**src/rtl/i2c_pkg.sv**
```systemverilog
// Shared types and constants for the I2C target receiver.
package i2c_pkg;

  localparam int unsigned I2C_ADDR_W = 7;
  localparam int unsigned I2C_BYTE_W = 8;

  localparam logic I2C_RW_READ = 1'b1;

  typedef enum logic [2:0] {
    ST_IDLE,
    ST_ADDR,
    ST_ADDR_ACK,
    ST_WRITE,
    ST_WRITE_ACK,
    ST_READ,
    ST_READ_ACK,
    ST_IGNORE
  } state_t;

endpackage

```
**src/rtl/i2c_bus_sync.sv**
```systemverilog
// Bus input conditioning: 2-flop synchronizers on scl/sda plus one history
// flop each. Edge and START/STOP conditions are decoded from the synchronized
// values only.
module i2c_bus_sync (
  input  logic clk,
  input  logic rst,
  input  logic scl,
  input  logic sda_in,
  output logic scl_rise,
  output logic scl_fall,
  output logic start_det,
  output logic stop_det,
  output logic sda_s
);

  logic [1:0] scl_sync;
  logic [1:0] sda_sync;
  logic       scl_d;
  logic       sda_d;
  logic       scl_s;

  // Synchronize and keep one cycle of history; reset to the idle-high bus level
  always_ff @(posedge clk) begin
    if (rst) begin
      scl_sync <= '1;
      sda_sync <= '1;
      scl_d    <= 1'b1;
      sda_d    <= 1'b1;
    end else begin
      scl_sync <= {scl_sync[0], scl};
      sda_sync <= {sda_sync[0], sda_in};
      scl_d    <= scl_sync[1];
      sda_d    <= sda_sync[1];
    end
  end

  assign scl_s     = scl_sync[1];
  assign sda_s     = sda_sync[1];
  assign scl_rise  = scl_s & ~scl_d;
  assign scl_fall  = ~scl_s & scl_d;
  assign start_det = scl_s & scl_d & sda_d & ~sda_s;
  assign stop_det  = scl_s & scl_d & ~sda_d & sda_s;

endmodule

```
**src/rtl/i2c_slave.sv**
```systemverilog
// I2C target receiver: address match/ACK and write-byte deserialization onto
// a strobe interface. Drives the bus only through an open-drain pull-low
// enable (sda_oe). Optional read path enabled by I2C_SLAVE_READ_EN.
module i2c_slave
  import i2c_pkg::*;
#(
  parameter logic [I2C_ADDR_W-1:0] ADDR = 7'h50
) (
  input  logic                  clk,
  input  logic                  rst,
  input  logic                  scl,
  input  logic                  sda_in,
  output logic                  sda_oe,
  output logic [I2C_BYTE_W-1:0] data_out,
  output logic                  data_valid,
  output logic                  addr_hit,
  output logic                  busy
`ifdef I2C_SLAVE_READ_EN
  ,
  input  logic [I2C_BYTE_W-1:0] tx_data,
  output logic                  tx_req
`endif
);

  logic                  scl_rise;
  logic                  scl_fall;
  logic                  start_det;
  logic                  stop_det;
  logic                  sda_s;

  state_t                state;
  logic [3:0]            bit_cnt;
  logic [I2C_BYTE_W-2:0] shreg;
  logic [I2C_BYTE_W-1:0] rx_byte;
`ifdef I2C_SLAVE_READ_EN
  logic                  rw_q;
  logic [I2C_BYTE_W-2:0] tx_shreg;
`endif

  i2c_bus_sync u_sync (
    .clk       (clk),
    .rst       (rst),
    .scl       (scl),
    .sda_in    (sda_in),
    .scl_rise  (scl_rise),
    .scl_fall  (scl_fall),
    .start_det (start_det),
    .stop_det  (stop_det),
    .sda_s     (sda_s)
  );

  // Byte as it stands once the bit currently on the bus is shifted in
  assign rx_byte = {shreg, sda_s};

  // Protocol FSM with shifter, bit counter and registered outputs
  always_ff @(posedge clk) begin
    if (rst) begin
      state      <= ST_IDLE;
      bit_cnt    <= '0;
      shreg      <= '0;
      sda_oe     <= 1'b0;
      data_out   <= '0;
      data_valid <= 1'b0;
      addr_hit   <= 1'b0;
      busy       <= 1'b0;
`ifdef I2C_SLAVE_READ_EN
      rw_q       <= 1'b0;
      tx_shreg   <= '0;
      tx_req     <= 1'b0;
`endif
    end else begin
      data_valid <= 1'b0;
`ifdef I2C_SLAVE_READ_EN
      tx_req     <= 1'b0;
`endif
      if (stop_det) begin
        state    <= ST_IDLE;
        sda_oe   <= 1'b0;
        addr_hit <= 1'b0;
        busy     <= 1'b0;
      end else if (start_det) begin
        state    <= ST_ADDR;
        bit_cnt  <= '0;
        sda_oe   <= 1'b0;
        addr_hit <= 1'b0;
        busy     <= 1'b1;
      end else begin
        case (state)
          ST_ADDR: if (scl_rise) begin
            shreg   <= rx_byte[I2C_BYTE_W-2:0];
            bit_cnt <= bit_cnt + 4'd1;
            if (bit_cnt == 4'd7) begin
              if (rx_byte[I2C_BYTE_W-1:1] != ADDR) begin
                state <= ST_IGNORE;
              end else begin
`ifdef I2C_SLAVE_READ_EN
                rw_q  <= rx_byte[0];
                state <= ST_ADDR_ACK;
`else
                state <= (rx_byte[0] == I2C_RW_READ) ? ST_IGNORE : ST_ADDR_ACK;
`endif
              end
            end
          end
          // sda_oe doubles as the ACK phase flag: low on entry, set on the first fall
          ST_ADDR_ACK: if (scl_fall) begin
            if (!sda_oe) begin
              sda_oe   <= 1'b1;
              addr_hit <= 1'b1;
            end else begin
              bit_cnt <= '0;
`ifdef I2C_SLAVE_READ_EN
              if (rw_q == I2C_RW_READ) begin
                state    <= ST_READ;
                tx_shreg <= tx_data[I2C_BYTE_W-2:0];
                sda_oe   <= ~tx_data[I2C_BYTE_W-1];
                tx_req   <= 1'b1;
              end else begin
                state  <= ST_WRITE;
                sda_oe <= 1'b0;
              end
`else
              state  <= ST_WRITE;
              sda_oe <= 1'b0;
`endif
            end
          end
          ST_WRITE: if (scl_rise) begin
            shreg   <= rx_byte[I2C_BYTE_W-2:0];
            bit_cnt <= bit_cnt + 4'd1;
            if (bit_cnt == 4'd7) begin
              data_out   <= rx_byte;
              data_valid <= 1'b1;
              state      <= ST_WRITE_ACK;
            end
          end
          ST_WRITE_ACK: if (scl_fall) begin
            if (!sda_oe) begin
              sda_oe <= 1'b1;
            end else begin
              sda_oe  <= 1'b0;
              bit_cnt <= '0;
              state   <= ST_WRITE;
            end
          end
`ifdef I2C_SLAVE_READ_EN
          ST_READ: begin
            if (scl_rise) begin
              bit_cnt <= bit_cnt + 4'd1;
            end
            if (scl_fall) begin
              if (bit_cnt == 4'd8) begin
                sda_oe <= 1'b0;
                state  <= ST_READ_ACK;
              end else begin
                sda_oe   <= ~tx_shreg[I2C_BYTE_W-2];
                tx_shreg <= {tx_shreg[I2C_BYTE_W-3:0], 1'b0};
              end
            end
          end
          // bit_cnt==9 marks a controller ACK seen, so the next fall reloads
          ST_READ_ACK: begin
            if (scl_rise) begin
              if (sda_s) begin
                state <= ST_IGNORE;
              end else begin
                bit_cnt <= 4'd9;
              end
            end else if (scl_fall && bit_cnt == 4'd9) begin
              state    <= ST_READ;
              bit_cnt  <= '0;
              tx_shreg <= tx_data[I2C_BYTE_W-2:0];
              sda_oe   <= ~tx_data[I2C_BYTE_W-1];
              tx_req   <= 1'b1;
            end
          end
`endif
          ST_IDLE, ST_IGNORE: begin
          end
          default: state <= ST_IDLE;
        endcase
      end
    end
  end

endmodule
```
**config.mk**
```make
export PLATFORM = sky130hd
export DESIGN_NAME = i2c_slave
export DESIGN_NICKNAME = d
export VERILOG_FILES = /design/src/rtl/i2c_pkg.sv /design/src/rtl/i2c_bus_sync.sv /design/src/rtl/i2c_slave.sv
export SDC_FILE = /design/constraint.sdc
export NUM_CORES = 1
export LEC_CHECK = 0
export CAP_MARGIN = 20
export CORE_UTILIZATION = 53
export CTS_CLUSTER_DIAMETER = 100
export DETAILED_ROUTE_END_ITERATION = 16
export PLACE_DENSITY = 0.73
export REMOVE_ABC_BUFFERS = 1
export SKIP_CTS_REPAIR_TIMING = 1
export SLEW_MARGIN = 20
export SYNTH_ARGS = -nofsm -noshare
export SYNTH_HDL_FRONTEND = slang
export SYNTH_HIERARCHICAL = 1
export SYNTH_SLANG_ARGS = --single-unit
```
**constraint.sdc**
```tcl
create_clock -name clk -period 1.9 [get_ports clk]
set_input_delay 0.285 -clock clk [delete_from_list [all_inputs] [get_ports clk]]
set_output_delay 0.285 -clock clk [all_outputs]
set_load 0.05 [all_outputs]
```
; ---- Yosys cells after proc, flatten, opt, wreduce, memory -nomap -nowiden
; Cells that the tools add are included.
[op_classes]
reduce_logical = 15
n_eq_ne = 21
n_bitwise = 17
n_mux = 17
n_addsub = 1
[ops]
columns = cell, n
row1 = $mux W3, 8
row2 = $mux W4, 4
row3 = $reduce_and A7 Y1, 2
row4 = $ne A3 B3 Y1 const B, 4
row5 = $pmux W3 S4, 1
row6 = $ne A2 B2 Y1 const B, 5
row7 = $not A1 Y1, 10
row8 = $reduce_and A5 Y1, 2
row9 = $ne A3 B1 Y1 const B, 3
row10 = $pmux W4 S2, 1
row11 = $reduce_or A2 Y1, 4
row12 = $and A1 B1 Y1, 7
row13 = $ne A7 B7 Y1 const B, 1
row14 = $eq A3 B2 Y1 const B, 2
row15 = $eq A3 B3 Y1 const B, 2
row16 = $reduce_or A5 Y1, 1
row17 = $add A4 B1 Y4 const B, 1
row18 = $eq A4 B3 Y1 const B, 1
row19 = $ne A2 B1 Y1 const B, 2
row20 = $reduce_and A4 Y1, 1
row21 = $eq A3 B1 Y1 const B, 1
row22 = $logic_not A3 Y1, 1
row23 = $mux W1, 3
row24 = $reduce_and A3 Y1, 1
row25 = 3 further kinds, 3
[totals]
regBits = 32
elab_cells = 84
output_inout_bits = 12

; ---- Longest topological paths before layout
; Gate-level depths: netlist of the first run.
[logic_depth]
ltp_word = 6
depth_mapped = 7
ltp_nobuf = 5

; ---- Hierarchy
; The synthesis of the first run kept the hierarchy.
[by_module_without_submodules]
columns = mod, area_each_um2, seq_area_each_um2, n_inst, cells_each
row1 = i2c_slave, 1128.6, 520.5, 1, 126
row2 = i2c_bus_sync, 190.2, 120.1, 1, 16

; ---- Worst setup path before layout of the first run
; Ideal clock, no wire load.
[synth_timing]
path_kind = register to register
start = register u_sync.sda_sync[1]
end = register bit_cnt[3]
setup_time_ns = 0.088
n_path_buf = 1
arrival_ns = 1.395
slack_ns = 0.417
required_ns = 1.812
period_less_slack_ns = 1.483
path_stages_with_launch = 7
path_cell_list = dfxtp_1 -> and4b_1 -> nor2_1 -> and2_4 -> buf_6 -> a41oi_1 -> a311oi_2
[synth_between]
elab_chain_len = 4
word_cells_on_any_way = 10
cone_classes = 3 x eq/ne / 1 x mux / 4 x bitwise / 2 x reduce/logical
[synth_rtl]
columns = item, line_no
row1 = start: declaration, i2c_bus_sync.sv:17  ; logic [1:0] sda_sync;
row2 = start signal: assignment, i2c_bus_sync.sv:31  ; sda_sync <= {sda_sync[0], sda_in};
row3 = $not A1 Y1 *, i2c_bus_sync.sv:41  ; assign start_det = scl_s & scl_d & sda_d & ~sda_s;
row4 = $and A1 B1 Y1 *, i2c_bus_sync.sv:41
row5 = via start_det, i2c_slave.sv:27  ; logic start_det;
row6 = $ne A3 B1 Y1 (no source line) / $reduce_bool A3 Y1 (equally long branches), -
row7 = $reduce_and A5 Y1 (no source line), -
row8 = end signal: assignment, i2c_slave.sv:91  ; bit_cnt <= bit_cnt + 4'd1;
row9 = end signal: assignment, i2c_slave.sv:130  ; bit_cnt <= bit_cnt + 4'd1;
row10 = end: declaration, i2c_slave.sv:32  ; logic [3:0] bit_cnt;
; The timed path passes the listed nets; every way through them passes the cells marked *.
; A chain may end at the register's enable or synchronous reset.

; ---- Final worst setup path of the first run
[layout_timing]
start = register data_out[6]
end = output data_out[6]
[layout_rtl]
columns = item, line_no
row1 = start: declaration, i2c_slave.sv:14  ; output logic [I2C_BYTE_W-1:0] data_out,
row2 = start signal: assignment, i2c_slave.sv:132  ; data_out <= rx_byte;
; No word-level cell between the ends.

==> impl_metrics.tcl, run 1 <==
set metrics [dict create \
    status "finished, final reports clean" \
    rsz0062_at_grt "no" \
    dieArea_um2 2692 \
    first_pass_iters 4 \
    clk_latency_ns 0.32 \
    critPathKind "reg2out" \
    ir_drop_uv 590.6 \
    port_buffers 15 \
    power_density_nw_per_um2 705.1 \
    die_y_um 51.88 \
    worst_slack_ns 0.1434 \
    grt_max_degree 30 \
    fin_crit_ns 1.757 \
    drtIter0Drc 18 \
    cts.path.max_buffers 2 \
    grt_pass1_vias 1004 \
    dpl.cell_count 182 \
    ys.flop_type "dfxtp_1" \
    die_x_um 51.88 \
    worst-path-max-fanout 2 \
    finalClockSkew_ns 0.01180 \
    gr-usage-met3_pct 6.433 \
    endpoint_kind "primary output" \
    slowest_delay_ns 0.80 \
    cts_inserted_buffers 5 \
    routed_wl_mm 2.557 \
    instances_no_fill 189 \
    wl_per_cell_um 13.53 \
    max_freq_ghz 0.5693 \
    route.detailed.drc 0 \
    drv_slew 0 \
    place_congestion 0.9135 \
    critPathArrivalTime_ns 1.47 \
    use_met2_pct 36.32 \
    slew_headroom_pct 66.51 \
    cts_root_buf "clkbuf_4" \
    ios 16 \
    grt-busiest-layer "met2" \
    start_util_pct 57.94 \
    slowest_stage "clkdlybuf4s50_1" \
    r2r_setup_slack_ns 0.28 \
    dpl.hpwl_mm 1.779 \
    clkSlewWorstSetupHoldPaths_ns 0.10 \
    core_region_area_um2 2276 \
    cts.sinks 32 \
    nets 166 \
    synth-edff-count 0 \
    row_count 17 \
    n_antenna_cell 0 \
    worstSetupStartpointType "flop" \
    cp_data_required_time_ns 1.62 \
    path_cells "clkdlybuf4s50_1" \
    vias 1055 \
    grt_pass1_wl_mm 4.388 \
    antenna_found_initial 0 \
    tightest_slew_ns 0.5008 \
    track_usage_pct 22.90 \
    syn_inst 142 \
    ys_types 37 \
    async_flop_share_pct 0 \
    finalSetupViolCount 0 \
    yosysWarningCount 6 \
    post-route-period-util_pct 92.45 \
    yosysSeqAreaShare_pct 48.58 \
    avgSynthCellArea_um2 9.287 \
    place_area_um2 1481 \
    place_ws_ns 0.2923 \
    grt.overflow.total 0 \
    fin_tns_setup_ns 0 \
    synth_seq_cells 32 \
    cpLargestDelayFamily "buffers and inverters" \
    met1_usage_pct 27.29 \
    h-tree-depth 2 \
    hold_path_class "reg2reg" \
    cts_tree "done" \
    syn_area_um2 1319 \
    ant_nets 0 \
    path_buf_inv 1 \
    drive_gt1_share_pct 7.453 \
    p_leak_nw 0.6176 \
    syn2layout_area_growth_pct 16.03 \
    via_per_inst 5.582 \
    finish.instance_area_um2 1530 \
    hold_violations 0 \
    cap_violations 0 \
]
## path summary, 6_finish.rpt
path,from,to,cells past startpoint
max,data_out[6],data_out[6],1
min,u_sync/scl_sync[0],u_sync/scl_sync[1],1
max reg2reg,u_sync/sda_sync[1],bit_cnt[3],5
min reg2reg,u_sync/scl_sync[0],u_sync/scl_sync[1],1
## area by class of cell
cell class                      count  area [um^2]
Clock buffer                        6        41.29
Clock inverter                      1        5.005
Fill cell                         192        745.7
Inverter                            3        11.26
Multi-Input combinational cell    101        621.8
Sequential cell                    32        640.6
Tap cell                           28        35.03
Timing Repair Buffer               18        175.2
## layout by cell type, fill, tap and decap left out, drive strengths merged, types with 2 or more instances in the layout
cell type,count
xor2,2
and4b,2
or2,6
and3b,3
a41oi,2
mux2i,8
nand2,19
o21ai,3
clkdlybuf4s50,14
clkbuf,6
a21oi,12
nor2,15
nor2b,2
a211oi,3
dfxtp,32
buf,3
and2,3
nand2b,3
inv,3
nand3,3
a311oi,2
## synthesized netlist by cell type, drive strengths merged, types with 4 or more instances
master  instances  area (um^2)
nand2          19        71.32
dfxtp          32        640.6
mux2i           8        80.08
a21oi          12        60.06
nor2           15        56.30
or2             6        37.54
buf             4        37.53
## sequential cells by signal, summed over array words and instances, names as in the netlist
signal and flops:
busy 1, data_out 8, shreg 7, addr_hit 1
sda_oe 1, u_sync/sda_sync 2, u_sync/scl_sync 2, u_sync/scl_d 1
bit_cnt 4, state 3, u_sync/sda_d 1, data_valid 1
## per-layer routing
layer / vias to the layer above / routed length (um)
li1: 532 / -
met1: 501 / 1232
met2: 17 / 1220
met3: 5 / 64
met4: 0 / 40
met5: - / 0
## through the flow
stage	hold WS [ns]	total power, W	utilization [%]
final	0.4115	0.001079	67.23
after global routing	0.4454	0.001122	67.23
after CTS	0.4191	0.001090	67.12
after detailed placement	0.3971	0.0007451	65.09
after global placement	0.3920	0.0007433	65.09
after floorplan	0.3529	0.0007204	-
## worst register-to-register path: cells and delay by family (launching register included)
family | cells | cell delay, ns
compound gates | 2 | 0.41
flops | 1 | 0.40
simple gates | 3 | 0.74
## cells by family after synthesis
| group | synth area share [%] |
|---|---|
| XOR/XNOR | 1.329 |
| AND/OR/NAND/NOR | 24.86 |
| buffers and inverters | 4.269 |
| adder cells (fa/ha/maj) | 0.9486 |
| multiplexers | 6.072 |
| AO/OA/AOI/OAI | 13.95 |
| flip-flops | 48.58 |
## report_power, final
| part | switching [W] | internal [W] |
|---|---|---|
| clock network | 0.000214 | 0.000136 |
| registers | 0.00000553 | 0.000678 |
| logic | 0.0000273 | 0.0000186 |
| total | 0.000247 | 0.000832 |
(Power assumes the default switching activity.)
==> run 2, diff against run 1 <==
--- a/config.mk
+++ b/config.mk
@@ -10,7 +10,6 @@
 export CTS_CLUSTER_DIAMETER = 100
 export DETAILED_ROUTE_END_ITERATION = 16
 export PLACE_DENSITY = 0.73
-export REMOVE_ABC_BUFFERS = 1
 export SKIP_CTS_REPAIR_TIMING = 1
 export SLEW_MARGIN = 20
 export SYNTH_ARGS = -nofsm -noshare
==> impl_metrics.tcl, run 2 (synthesis gave the netlist of run 1 again) <==
set metrics [dict create \
    endpoint_kind "primary output" \
    cts_tree "done" \
    route.detailed.drc 0 \
    die_y_um 51.88 \
    syn2layout_area_growth_pct 15.46 \
    cts.sinks 32 \
    place_area_um2 1474 \
    track_usage_pct 22.32 \
    routed_wl_mm 2.436 \
    ios 16 \
    finish.instance_area_um2 1523 \
    swShare_pct 22.63 \
    hold_violations 0 \
    max_freq_ghz 0.5703 \
    h-tree-depth 2 \
    reg_top3 "data_out: 8 flops, shreg: 7 flops, bit_cnt: 4 flops" \
    cp_data_required_time_ns 1.62 \
    worstSetupStartpointType "flop" \
    tightest_slew_ns 0.5009 \
    drive_gt1_share_pct 6.875 \
    p_comb_share_pct 4.2 \
    place_ws_ns 0.3043 \
    die_x_um 51.88 \
    fin_crit_ns 1.754 \
    row_count 17 \
    instances_no_fill 188 \
    fillers 185 \
    cts_inserted_buffers 5 \
    clockPowerShare_pct 32.2 \
    fin_tns_setup_ns 0 \
    wl_per_cell_um 12.96 \
    core_region_area_um2 2276 \
    clk_latency_ns 0.32 \
    min_path_cells 1 \
    start_util_pct 57.94 \
    power_density_nw_per_um2 706.5 \
    cap_violations 0 \
    min_from "u_sync/sda_sync[0]" \
    n_antenna_cell 0 \
    port_buffers 15 \
    drv_slew 0 \
    grt_pass1_wl_mm 4.284 \
    place_congestion 0.8704 \
    dieArea_um2 2692 \
    ir_drop_uv 630.1 \
    r2r_start "u_sync/sda_sync[1]" \
    grt_pass1_vias 991 \
    worst_slack_ns 0.1464 \
    rsz0062_at_grt "no" \
    hold_path_class "reg2reg" \
    largest_reg_flops 8 \
    finalSetupViolCount 0 \
    critPathArrivalTime_ns 1.47 \
    r2r_end "bit_cnt[3]" \
    grt.overflow.total 0 \
    ant_nets 0 \
    layout_common_cells "dfxtp_1, nand2_1, nor2_1, clkdlybuf4s50_1, a21oi_1" \
    path_buf_inv 1 \
    p_leak_nw 0.6135 \
    post-route-period-util_pct 92.29 \
    status "finished, final reports clean" \
    r2r_setup_slack_ns 0.28 \
    dpl.hpwl_mm 1.699 \
    cts_root_buf "clkbuf_4" \
    antenna_found_initial 0 \
    rr_worst_depth 5 \
    drtIter0Drc 20 \
    layout_commonest_cell "dfxtp_1" \
    hold_end "u_sync/sda_sync[1]" \
    p_sw_w 0.0002435 \
    critPathKind "reg2out" \
    clkSlewWorstSetupHoldPaths_ns 0.09 \
    grt_max_degree 30 \
    synthesis.nets 147 \
    p_int_w 0.0008323 \
    worst-path-max-fanout 2 \
    slowest_stage "clkdlybuf4s50_1" \
    multi_input_area_um2 621.8 \
    nets 165 \
    startpoint "data_out[2]" \
    top_register "data_out" \
    path_cells "clkdlybuf4s50_1" \
    finalClockSkew_ns 0.007406 \
    vias 1042 \
    pwr-share-seq_pct 63.5 \
    regArea_um2 640.6 \
    cts.path.max_buffers 2 \
    dpl.cell_count 181 \
    slew_headroom_pct 66.50 \
    via_per_inst 5.543 \
    first_pass_iters 4 \
    cpLargestDelayFamily "buffers and inverters" \
    slowest_delay_ns 0.81 \
]
[run 2: changes by cell type in the layout (fill, tap and decap cells not counted)]
cell | previous run | this run
buf_4 | 3 | 2
[run 2: per-stage QoR]
step	hold WS, ns	power, W	util (%)
floorplan	0.3571	0.0007259	-
global placement	0.3894	0.0007436	64.76
detailed placement	0.3967	0.0007450	64.76
CTS	0.4224	0.001091	66.79
global route	0.4598	0.001114	66.90
finish	0.4203	0.001076	66.90
[run 2: cell type report]
class	count	area share, %
clock buffer	6	2.712
clock inverter	1	0.3287
inverter	3	0.7395
multi-input combinational	101	40.84
sequential	32	42.07
tap	28	2.301
timing repair buffer	17	11.01
[run 2: worst max path at each step]
stage / to / slack [ns] / cells past startpoint
floorplan: bit_cnt[3] / 0.42 / 6
detailed placement: bit_cnt[3] / 0.30 / 5
finish: data_out[2] / 0.15 / 1
global placement: bit_cnt[3] / 0.38 / 5
CTS: sda_oe / 0.03 / 1
global route: data_out[5] / 0.09 / 1
[run 2: power by group through the flow]
stage	combinational, W	clock, W	sequential (W)
3_5_place_dp	0.0000460	0	0.000699
2_1_floorplan	0.0000250	0	0.000701
5_1_grt	0.0000504	0.000378	0.000685
3_3_place_gp	0.0000451	0	0.000698
4_1_cts	0.0000462	0.000362	0.000683
6_report	0.0000457	0.000347	0.000683
[run 2: metal layers]
| metal | up-vias | global-route usage [%] | wire length (um) |
|---|---|---|---|
| li1 | 528 | - | - |
| met1 | 498 | 28.10 | 1193 |
| met2 | 14 | 33.97 | 1156 |
| met3 | 2 | 6.140 | 68 |
| met4 | 0 | 12.61 | 17 |
| met5 | - | 0 | 0 |
